===== config.mk =====
export PLATFORM = sky130hd
export DESIGN_NAME = mem_port_arbiter
export DESIGN_NICKNAME = d
export VERILOG_FILES = /design/src/rtl/mem_port_arbiter.sv
export SDC_FILE = /design/constraint.sdc
export NUM_CORES = 1
export LEC_CHECK = 0
export CAP_MARGIN = 20
export CORE_AREA = 4 4 187 189
export CTS_CLUSTER_DIAMETER = 200
export DETAILED_ROUTE_END_ITERATION = 8
export DIE_AREA = 0 0 191 193
export PLACE_DENSITY = 0.68
export SYNTH_ARGS = -nofsm -noshare
export SYNTH_HDL_FRONTEND = slang
export SYNTH_SLANG_ARGS = --single-unit

===== constraint.sdc =====
create_clock -name clk -period 9.5 [get_ports clk]
set_input_delay 1.9 -clock clk [delete_from_list [all_inputs] [get_ports clk]]
set_output_delay 1.9 -clock clk [all_outputs]
set_load 0.1 [all_outputs]

===== src/rtl/mem_port_arbiter.sv =====
// Arbiter sharing one single-ported memory between instruction fetch and data access.
// Data wins by default; a saturating starvation counter forces a fetch grant; aborted fetch responses are dropped.
module mem_port_arbiter #(
    parameter int unsigned STARVE_LIMIT = 4
) (
    input  logic        clk,
    input  logic        reset,
    input  logic        if_req,
    input  logic [63:0] if_addr,
    input  logic        if_abort,
    output logic        if_ready,
    output logic [31:0] if_rdata,
    input  logic        d_req,
    input  logic        d_we,
    input  logic [63:0] d_addr,
    input  logic [63:0] d_wdata,
    output logic        d_ready,
    output logic [63:0] d_rdata,
    output logic        mem_req,
    output logic        mem_we,
    output logic [63:0] mem_addr,
    output logic [63:0] mem_wdata,
    input  logic        mem_ack,
    input  logic [63:0] mem_rdata
);

    localparam int unsigned CNT_W = 4;

    typedef enum logic [1:0] {
        IDLE   = 2'd0,
        BUSY_F = 2'd1,
        BUSY_D = 2'd2
    } state_t;

    state_t             r_state;
    logic [CNT_W-1:0]   r_starve_cnt;
    logic               r_abort;
    logic               r_if_ready;
    logic [31:0]        r_if_rdata;
    logic               r_d_ready;
    logic [63:0]        r_d_rdata;
    logic               r_mem_req;
    logic               r_mem_we;
    logic [63:0]        r_mem_addr;
    logic [63:0]        r_mem_wdata;

    logic w_f_elig;
    logic w_d_elig;
    logic w_starved;
    logic w_grant_f;
    logic w_grant_d;

    // A requester is not re-granted on its own ready cycle
    assign w_f_elig  = if_req & ~r_if_ready & ~if_abort;
    assign w_d_elig  = d_req & ~r_d_ready;
    assign w_starved = (r_starve_cnt == CNT_W'(STARVE_LIMIT));
    assign w_grant_f = w_f_elig & (~w_d_elig | w_starved);
    assign w_grant_d = w_d_elig & ~w_grant_f;

    always_ff @(posedge clk or posedge reset) begin
        if (reset) begin
            r_state      <= IDLE;
            r_starve_cnt <= '0;
            r_abort      <= 1'b0;
            r_if_ready   <= 1'b0;
            r_if_rdata   <= '0;
            r_d_ready    <= 1'b0;
            r_d_rdata    <= '0;
            r_mem_req    <= 1'b0;
            r_mem_we     <= 1'b0;
            r_mem_addr   <= '0;
            r_mem_wdata  <= '0;
        end else begin
            r_if_ready <= 1'b0;
            r_d_ready  <= 1'b0;
            case (r_state)
                IDLE: begin
                    r_abort <= 1'b0;
                    if (w_grant_f) begin
                        r_mem_req    <= 1'b1;
                        r_mem_we     <= 1'b0;
                        r_mem_addr   <= if_addr;
                        r_mem_wdata  <= '0;
                        r_starve_cnt <= '0;
                        r_state      <= BUSY_F;
                    end else if (w_grant_d) begin
                        r_mem_req   <= 1'b1;
                        r_mem_we    <= d_we;
                        r_mem_addr  <= d_addr;
                        r_mem_wdata <= d_wdata;
                        r_state     <= BUSY_D;
                        // Count only data wins that kept a waiting fetch out
                        if (!w_f_elig) begin
                            r_starve_cnt <= '0;
                        end else if (!w_starved) begin
                            r_starve_cnt <= r_starve_cnt + CNT_W'(1);
                        end
                    end
                end
                BUSY_F: begin
                    if (mem_ack) begin
                        r_mem_req <= 1'b0;
                        r_mem_we  <= 1'b0;
                        r_abort   <= 1'b0;
                        r_state   <= IDLE;
                        if (!(r_abort || if_abort)) begin
                            r_if_ready <= 1'b1;
                            r_if_rdata <= mem_rdata[31:0];
                        end
                    end else if (if_abort) begin
                        r_abort <= 1'b1;
                    end
                end
                BUSY_D: begin
                    if (mem_ack) begin
                        r_mem_req <= 1'b0;
                        r_mem_we  <= 1'b0;
                        r_d_ready <= 1'b1;
                        r_state   <= IDLE;
                        if (!r_mem_we) begin
                            r_d_rdata <= mem_rdata;
                        end
                    end
                end
                default: r_state <= IDLE;
            endcase
        end
    end

    assign if_ready  = r_if_ready;
    assign if_rdata  = r_if_rdata;
    assign d_ready   = r_d_ready;
    assign d_rdata   = r_d_rdata;
    assign mem_req   = r_mem_req;
    assign mem_we    = r_mem_we;
    assign mem_addr  = r_mem_addr;
    assign mem_wdata = r_mem_wdata;

endmodule


; ---- Word level (Yosys, flattened, before mapping)
; Index checks and enable logic that the tools add are counted.
[word_totals]
word_cells = 72
out_inout_bits = 228
reg_bits = 235
[classes]
n_addsub = 1
reduce_logical = 13
n_mux = 27
n_eq_ne = 7
n_bitwise = 13
[ops]
columns = cell, n
row1 = 2-to-1 mux 64 bit, 4
row2 = 2-to-1 mux 4 bit, 4
row3 = 2-to-1 mux 1 bit, 12
row4 = AND reduction 3 bit, 4
row5 = NOT 1 bit, 7
row6 = 2-to-1 mux 2 bit, 3
row7 = != test 3 bit (second input constant), 2
row8 = case mux 1 bit (2 select lines), 3
row9 = AND reduction 2 bit, 3
row10 = nonzero test 2 bit, 3
row11 = bitwise AND 1 bit, 5
row12 = adder 4 x 1 -> 4 bit (second input constant), 1
row13 = equality test 4 x 3 -> 1 bit (second input constant), 1
row14 = case mux 2 bit (2 select lines), 1
row15 = != test 3 x 2 -> 1 bit (second input constant), 1
row16 = equality test 2 x 1 -> 1 bit (second input constant), 1
row17 = equality test 2 bit (second input constant), 1
row18 = logical NOT 2 bit, 1
row19 = != test 2 x 1 -> 1 bit (second input constant), 1
row20 = OR reduction 2 bit, 1
row21 = logical OR 1 bit, 1
row22 = bitwise OR 1 bit, 1

; ---- Depth between registers and ports, before layout
[logic_depth]
depth_word = 10
ltp_mapped = 8
ltp_nobuf = 6

; ---- Worst setup path before layout
; No wires, ideal clock.
[synth_timing]
path_kind = input to register
from = in if_abort
to = reg r_mem_wdata[0], in the netlist mem_wdata[0]
setup_slack_ns = 6.387
cell_stages = 5
t_arrival_ns = 2.991
setup_ns = 0.122
required_ns = 9.378
cell_sequence = or3b_4 > o211a_1 > buf_2 > buf_2 > a22o_1
[synth_via]
elab_chain_cells = 7
elab_cells_between_ends = 8
[synth_rtl]
columns = item, line
row1 = "start, declared", 10  ; input logic if_abort,
row2 = NOT 1 bit (*), 54  ; assign w_f_elig = if_req & ~r_if_ready & ~if_abort;
row3 = bitwise AND 1 bit (*), 54
row4 = bitwise AND 1 bit (*), 57  ; assign w_grant_f = w_f_elig & (~w_d_elig | w_starved);
row5 = NOT 1 bit, 58  ; assign w_grant_d = w_d_elig & ~w_grant_f;
row6 = bitwise AND 1 bit, 58
row7 = nonzero test 2 bit (no source line), -
row8 = AND reduction 2 bit (no source line), -
row9 = "end signal, assigned", 90  ; r_mem_wdata <= d_wdata;
row10 = "end, declared", 45  ; logic [63:0] r_mem_wdata;
; Mark *: on every way between the ends. The rest lies on a longest branch, timed or not.
; A chain may end at the register's enable or synchronous reset.

; ---- Final worst setup path
[layout_timing]
from = reg r_mem_we, in the netlist mem_we
to = out mem_we
[layout_rtl]
columns = item, line
row1 = "start, declared", 43  ; logic r_mem_we;
row2 = "start signal, assigned", 88  ; r_mem_we <= d_we;
row3 = "end, declared", 20  ; output logic mem_we,
; No word-level cell between the ends.

==> out/metrics.cfg <==
[synth]
synthesis.area_mm2 = 0.009250
ys_ff_latch = 235
synth_top_family_by_area = compound AO/OA/AOI/OAI gates
synth-simple-area-share_pct = 6.533
yosysWarnings = 0
synth-seq-area-share_pct = 63.57
synthAdderAreaFrac_pct = 0.6763
synthMuxAreaShare_pct = 11.69
synthCells = 756
synth_fp_nets = 1024
synth_compound_area_share_pct = 14.36
syn_avg_cell_area_um2 = 12.24
synth-xor-area-share_pct = 0
synth_ff_type = dfrtp_1
synth-async-reset-ratio_pct = 100.0
yosysUniqueCellTypes = 32
synth_edf_count = 0

[critical_path]
endpoint = mem_we
cp_slowest_stage_delay_ns = 1.23
critPathKind = register to output port
cp_top_family = buffers and inverters
r2r_cells = 4
critPathMaxFanout = 3
path_buf_inv = 1
path_cells = clkdlybuf4s50_1
worstPathRequired_ns = 7.60
r2r_start = d_ready
crit_arrival_ns = 2.18
cp-startpoint = mem_we
cp.depth = 1
reg2reg_setup_slack_ns = 7.08
r2r-end = r_state[1]
cpMaxStageDelayCell = clkdlybuf4s50_1
end_kind = output port
startpoint_type = register

[floorplan]
die_w_um = 191
pin_count = 491
rows = 67
dieArea_mm2 = 0.03686
die_y_um = 193
start_util_pct = 27.79
core-area_mm2 = 0.03328

[clock_network]
path_clk_slew_ns = 0.06
cts_tree = built
clock_sinks = 235
cts_max_level = 1
postCtsHoldBufs = 0
cts_buffer_depth = 3
cts-root-buf = clkbuf_16
insertion_delay_ns = 0.53
cts_made_buffers = 27
cts_resized = 0
post-cts-setup-buffers = 0

[timing]
rsz0062_at_grt = false
fin_skew_ns = 0.01479
drv_slew = 0
worst_pin_slew_ns = 1.087
post-route-min-period_ns = 4.082
setup_viol = 0
max_freq_mhz = 245.0
finalHoldViolations = 0
totalNegativeSetupSlack_ns = 0
min_period_over_period_pct = 42.97
max-slew-margin-rel_pct = 27.30

[drt]
wl_per_cell_um = 18.87
drtAntennaViolNets = 0
first_pass_iters = 5
wl_um = 32040
drcViolationCount = 0
vias = 7784
drtIter0Drc = 273
routed_via_density = 4.584

[flow_run]
drv_cap = 0

[finish]
drive_gt1_share_pct = 12.97
area_delta_synth_final_pct = 67.04
n_fill_cell = 3025
fin_cells = 1698
nNetsFinal = 1498

[global_route]
grt_max_degree = 110
grt_pass1_vias = 8173
overflow = 0
grt_antenna_before_repair = 0
grt_pass1_wl_um = 47290
grt_util_all_layers_pct = 16.04

[outcome]
status = complete, no violations

[placement]
port_buffers = 490
dp.cells = 1649
dp_hpwl_um = 22750
place_congestion = 0.7944

[min_path]
min_path_type = register to register

-- cell families (layout without fill, tap and decap cells) --
| kind of cell | after synthesis | after routing |
|---|---|---|
| flops | 235 | 235 |
| compound gates | 210 | 210 |
| simple gates | 149 | 149 |
| mux | 96 | 96 |
| buf+inv | 61 | 554 |
| fa+ha+maj | 5 | 5 |
| other cells | 0 | 1 |
-- synthesized netlist by cell type, types with 2 or more instances --
master,number,area (um^2)
inv_1,7,26.28
nand2b_1,2,12.51
buf_2,33,165.2
a21o_1,2,15.01
a22o_1,66,578.1
mux2_2,96,1081
dfrtp_1,235,5881
o21ai_0,2,10.01
a21oi_1,131,655.6
nor2_1,69,259.0
o31ai_1,3,22.52
ha_1,5,62.56
clkbuf_1,14,52.55
buf_4,6,45.04
nand2_1,68,255.2
-- routing by layer --
layer	track usage (%)	vias to the layer above	part of all wire, %
met2	26.82	345	48
met1	19.47	3790	39
met3	6.212	53	11
met4	4.503	0	2.8
met5	0	-	0
li1	-	3596	-
-- metrics by stage --
step	setup slack (ns)	instance area [um^2]	util (%)	hold WS, ns
5_1_grt	5.322	15450	46.42	0.5156
4_1_cts	5.330	15450	46.42	0.5044
2_1_floorplan	1.154	9250	-	0.4573
6_report	5.418	15450	46.43	0.5014
3_3_place_gp	5.068	14550	43.73	0.4869
3_5_place_dp	5.061	14550	43.73	0.4896
-- layout by cell type (no fill, tap or decap), types with 2 or more instances in the layout --
master	count
a21oi_1	130
inv_1	6
clkinv_2	11
o31ai_1	3
o21ai_0	2
a22o_1	66
dfrtp_1	235
buf_4	9
nand2_1	68
mux2_2	96
clkbuf_8	4
nor2_1	69
clkbuf_16	27
clkdlybuf4s50_1	490
ha_1	5
bufinv_16	3
-- sequential cells by signal, indices dropped and copies added (netlist names) --
name          count
r_starve_cnt      4
mem_req           1
mem_wdata        64
if_rdata         32
mem_addr         64
r_state           2
r_abort           1
if_ready          1
mem_we            1
d_rdata          64
d_ready           1
-- final cells by class --
cell class                 instances  area (um^2)  area share [%]
clock buffer                      32        734.5           4.753
multi-input combinational        460         3105           20.10
antenna                            1        2.502         0.01620
timing repair buffer             499         4972           32.18
inverter                           7        33.78          0.2186
tap                              448        560.5           3.628
sequential                       235         5881           38.06
clock inverter                    16        161.4           1.045
-- worst min path at each step --
stage,from,end,slack [ns],depth (start not counted)
detailed placement,r_abort,r_abort,0.49,1
global placement,d_rdata[53],d_rdata[53],0.49,1
finish,mem_wdata[49],mem_wdata[49],0.50,1
floorplan,r_starve_cnt[3],r_starve_cnt[3],0.46,1
global route,d_rdata[43],d_rdata[43],0.52,1
CTS,r_abort,r_abort,0.50,1
Power is not shown: default switching activity piles up to over one toggle a cycle in this logic, so the estimate is an artifact.
==> RTL change 1 (same flow settings) <==
Set the localparam `CNT_W` to 3 (it was 4).
--- a/src/rtl/mem_port_arbiter.sv
+++ b/src/rtl/mem_port_arbiter.sv
@@ -24,7 +24,7 @@
     input  logic [63:0] mem_rdata
 );
 
-    localparam int unsigned CNT_W = 4;
+    localparam int unsigned CNT_W = 3;
 
     typedef enum logic [1:0] {
         IDLE   = 2'd0,
Function: same outputs for any inputs over 4 cycles, from zero or initial values and one cycle with reset high; that may be too few to reach the edited logic, so the function may still have changed.
==> RTL change 1 against the original RTL <==
Cell area is 0.85% higher. Setup slack better by 0.056 ns. Critical path depth unchanged. Wire length rose by 3.5%. Via count about the same. Sequential cell count fell by 1. Synthesized area up 1.7%.
Power is left out: the tool's default activity adds up to more than one toggle a clock period on the data nets, which glitch-free logic cannot reach.
==> RTL change 1: results (changes against the original RTL) <==
\begin{tabular}{lr}
\hline
Metric & Value \\
\hline
\multicolumn{2}{l}{\textbf{Critical path}} \\
Capturing instance or port of the critical path & if\_ready \\
Crit path DAT & 2.13 ns (-0.05 ns) \\
Launching point of the worst reg2reg path & r\_state[1] \\
Launch point of the critical path & if\_ready \\
Worst R2R Setup Slack & 6.83 ns (-0.25 ns) \\
R2R depth & 5 (+1) \\
Slowest Stage Delay on Critical Path & 1.19 ns (-0.04 ns) \\
Reg-to-reg endpoint & r\_state[0] \\
\multicolumn{2}{l}{\textbf{GRT}} \\
Vias in the first global route & 8321 (+1.8\%) \\
Global-route total usage across every layer & 16.9\% (+0.82 points) \\
Global-route wire length before repair & 49200 um (+4.1\%) \\
Met1 routing resource usage after global routing & 20.0\% (+0.57 points) \\
Maximum number of pins on one net before global-route repair & 125 (+14\%) \\
Met2 track utilization from global routing & 29.7\% (+2.9 points) \\
Number of antenna violations at the first check in global routing & 1 (+1) \\
\multicolumn{2}{l}{\textbf{Layout}} \\
Clock buffer and inverter area fraction after layout & 5.66\% (-0.14 points) \\
Post-route standard cell area excluding fillers & 15600 sq um (+0.85\%) \\
Total number of nets in the final design & 1494 (-0.27\%) \\
CLK BUF & 42 (+31\%) \\
Data buffer area share & 32.2\% (about the same) \\
Multi-input gate share of the layout cell area & 20.8\% (+0.71 points) \\
Signal inverters & 6 (-1) \\
\multicolumn{2}{l}{\textbf{STA}} \\
Skew final & 0.0182 ns (+0.00337 ns) \\
Final clock period utilization by the worst path & 42.4\% (-0.59 points) \\
Hold slack & 0.498 ns (-0.00364 ns) \\
Max-Slew Margin vs Limit & 27.1\% (-0.22 points) \\
\multicolumn{2}{l}{\textbf{Synthesis}} \\
Fraction of the yosys area taken by sequential cells & 62.2\% (-1.3 points) \\
Count of unique library cells instantiated by Yosys & 36 (+13\%) \\
Mean area per synthesized cell & 12.5 sq um (+2.3\%) \\
Synth top area cells & sky130\_fd\_sc\_hd\_\_dfrtp\_1, sky130\_fd\_sc\_hd\_\_mux2\_2, sky130\_fd\_sc\_hd\_\_a22o\_1, sky130\_fd\_sc\_hd\_\_a21oi\_1, sky130\_fd\_sc\_hd\_\_a21oi\_2 \\
\multicolumn{2}{l}{\textbf{Worst hold path}} \\
Hold-critical path endpoint & r\_starve\_cnt[2] \\
\multicolumn{2}{l}{\textbf{Routing}} \\
WL per Instance & 19.6 um (+3.7\%) \\
Count of routing violations after the opening detailed-route iteration & 275 (+0.73\%) \\
Met2 wire length & 16700 um (+8.9\%) \\
Sum of met3 wire segment lengths after detailed routing & 2900 um (-14\%) \\
\multicolumn{2}{l}{\textbf{Placed design}} \\
Placement-stage worst setup slack & 4.64 ns (-0.425 ns) \\
Global placer's final weighted congestion & 0.793 (-0.13\%) \\
Placed Instance Area & 14700 sq um (+0.67\%) \\
\multicolumn{2}{l}{\textbf{Run status}} \\
Outcome & finished, final reports clean \\
\multicolumn{2}{l}{\textbf{CTS}} \\
CTS Sinks & 234 (-0.43\%) \\
\hline
\end{tabular}
==> RTL change 1: changes by cell type in the layout (fill, tap and decap cells not counted), moves of 2 or more <==
cell                       change
sky130_fd_sc_hd__clkbuf_8      +3
sky130_fd_sc_hd__a21oi_2      +30
sky130_fd_sc_hd__clkinv_2      -7
sky130_fd_sc_hd__buf_4         -4
sky130_fd_sc_hd__buf_12        +2
sky130_fd_sc_hd__o31ai_1       -3
sky130_fd_sc_hd__a21oi_1      -32
sky130_fd_sc_hd__clkbuf_1      +7
==> RTL change 1: cells by family after synthesis <==
group                    after synthesis  share of synthesized area (%)
multiplexers                          97                           11.6
flip-flops                           234                           62.2
buffers and inverters                 59                           3.63
adder cells (fa/ha/maj)                5                          0.665
AO/OA/AOI/OAI                        206                           15.2
AND/OR/NAND/NOR                      151                           6.65
==> RTL change 1: worst register-to-register path, delay by kind of cell, from the launching register on <==
kind / cells / cell delay, ns
compound gates: 2 / 1.13
fa+ha+maj: 1 / 0.42
flops: 1 / 0.38
buf+inv: 2 / 0.68
==> RTL change 2 (same flow settings) <==
Made on the original files. Re-encode `state_t` (3 states) as one-hot, 3 bits wide.
--- a/src/rtl/mem_port_arbiter.sv
+++ b/src/rtl/mem_port_arbiter.sv
@@ -26,10 +26,10 @@
 
     localparam int unsigned CNT_W = 4;
 
-    typedef enum logic [1:0] {
-        IDLE   = 2'd0,
-        BUSY_F = 2'd1,
-        BUSY_D = 2'd2
+    typedef enum logic [2:0] {
+        IDLE   = 3'b001,
+        BUSY_F = 3'b010,
+        BUSY_D = 3'b100
     } state_t;
 
     state_t             r_state;
Check against the original RTL: no difference found for any inputs over 4 cycles, from zero or initial values and one cycle with reset high; so few cycles prove little.
==> RTL change 2 against the original RTL <==
First-iteration DRC count increased by 62%. Synthesized area increased by 3.8%. Non-clock buffer count increased by 2. Setup slack got worse by 0.29 ns. Sequential cell count increased by 1. Wire length increased by 8.3%. Count of clock-buffer cells in the layout increased by 2. Largest cell class unchanged. Critical path type is now input pin to register. Cell area increased by 2.8%. Die area unchanged.
Power is left out: the tool's default activity adds up to more than one toggle a clock period on the data nets, which glitch-free logic cannot reach.
==> RTL change 2: results (changes against the original RTL) <==
\begin{tabular}{lr}
\hline
Metric & Value \\
\hline
\multicolumn{2}{l}{\textbf{Synthesis}} \\
Synth top area cells & sky130\_fd\_sc\_hd\_\_dfrtp\_1, sky130\_fd\_sc\_hd\_\_o2111a\_1, sky130\_fd\_sc\_hd\_\_mux2\_1, sky130\_fd\_sc\_hd\_\_a221o\_1, sky130\_fd\_sc\_hd\_\_a22o\_1 \\
Synthesized instance count & 644 (-15\%) \\
Fraction of the yosys area taken by sequential cells & 61.5\% (-2.1 points) \\
Most frequent cells after synthesis & sky130\_fd\_sc\_hd\_\_dfrtp\_1, sky130\_fd\_sc\_hd\_\_a221o\_1, sky130\_fd\_sc\_hd\_\_a22o\_1, sky130\_fd\_sc\_hd\_\_o2111a\_1, sky130\_fd\_sc\_hd\_\_mux2\_1 \\
Net count after synthesis & 909 (-11\%) \\
\multicolumn{2}{l}{\textbf{Placed design}} \\
Hpwl dp & 24300 um (+6.6\%) \\
Placed Instance Area & 14900 sq um (+2.2\%) \\
Global placer's final weighted congestion & 0.751 (-5.5\%) \\
Placement-stage worst setup slack & 4.55 ns (-0.514 ns) \\
\multicolumn{2}{l}{\textbf{GRT}} \\
Maximum number of pins on one net before global-route repair & 128 (+16\%) \\
Global-route wire length before repair & 51200 um (+8.2\%) \\
Met2 track utilization from global routing & 30.2\% (+3.4 points) \\
Met3 track demand over resource in global routing & 7.63\% (+1.4 points) \\
\multicolumn{2}{l}{\textbf{STA}} \\
Final clock period utilization by the worst path & 46.0\% (+3.1 points) \\
\multicolumn{2}{l}{\textbf{Worst hold path}} \\
Hold\_sp & d\_rdata[59] \\
\multicolumn{2}{l}{\textbf{Layout}} \\
Clock buffer and inverter area fraction after layout & 6.36\% (+0.56 points) \\
CLK BUF & 34 (+6.3\%) \\
Fill count & 2965 (-2.0\%) \\
Data buffer area share & 31.4\% (-0.79 points) \\
Signal inverters & 8 (+1) \\
Final Core Density & 47.7\% (+1.3 points) \\
Non-clock buffer count & 501 (+0.40\%) \\
Sequential cell area & 5910 sq um (+0.45\%) \\
Share of post-route cells with drive strength above 1 & 9.42\% (-3.5 points) \\
\multicolumn{2}{l}{\textbf{Run status}} \\
Outcome & finished, final reports clean \\
\multicolumn{2}{l}{\textbf{Critical path}} \\
CP max FO & 69 (+66) \\
R2R depth & 5 (+1) \\
Capturing instance or port of the critical path & mem\_addr[42] \\
Worst R2R Setup Slack & 6.58 ns (-0.50 ns) \\
\multicolumn{2}{l}{\textbf{Routing}} \\
Number of vias in the routed layout & 7963 (+2.3\%) \\
Via density & 5.06 (+10\%) \\
WL per Instance & 22.1 um (+17\%) \\
\hline
\end{tabular}
[RTL change 2: cell types whose count changed in the layout (fill, tap and decap cells not counted), sizes merged, moves of 3 or more]
cell    change
o31ai       -3
a21oi     -129
o2111a     +64
bufinv      +4
nand2      -67
nor2       -66
clkinv     -10
a221o      +64
o21ai       +3
ha          -3
[RTL change 2: worst max-delay path, stage by stage]
cell and delay, ns:
sky130_fd_sc_hd__clkdlybuf4s50_1 0.56, sky130_fd_sc_hd__nor3b_4 0.06, sky130_fd_sc_hd__buf_4 0.34, sky130_fd_sc_hd__a211oi_4 0.29, sky130_fd_sc_hd__buf_4 0.57, sky130_fd_sc_hd__buf_4 0.70
sky130_fd_sc_hd__a221o_1 0.27
[RTL change 2: cells by family after synthesis]
logic type / share of synthesized area (%)
flops: 61.5
compound gates: 21.3
mux: 11.4
buf+inv: 3.66
simple gates: 1.72
xor+xnor: 0.182
fa+ha+maj: 0.260
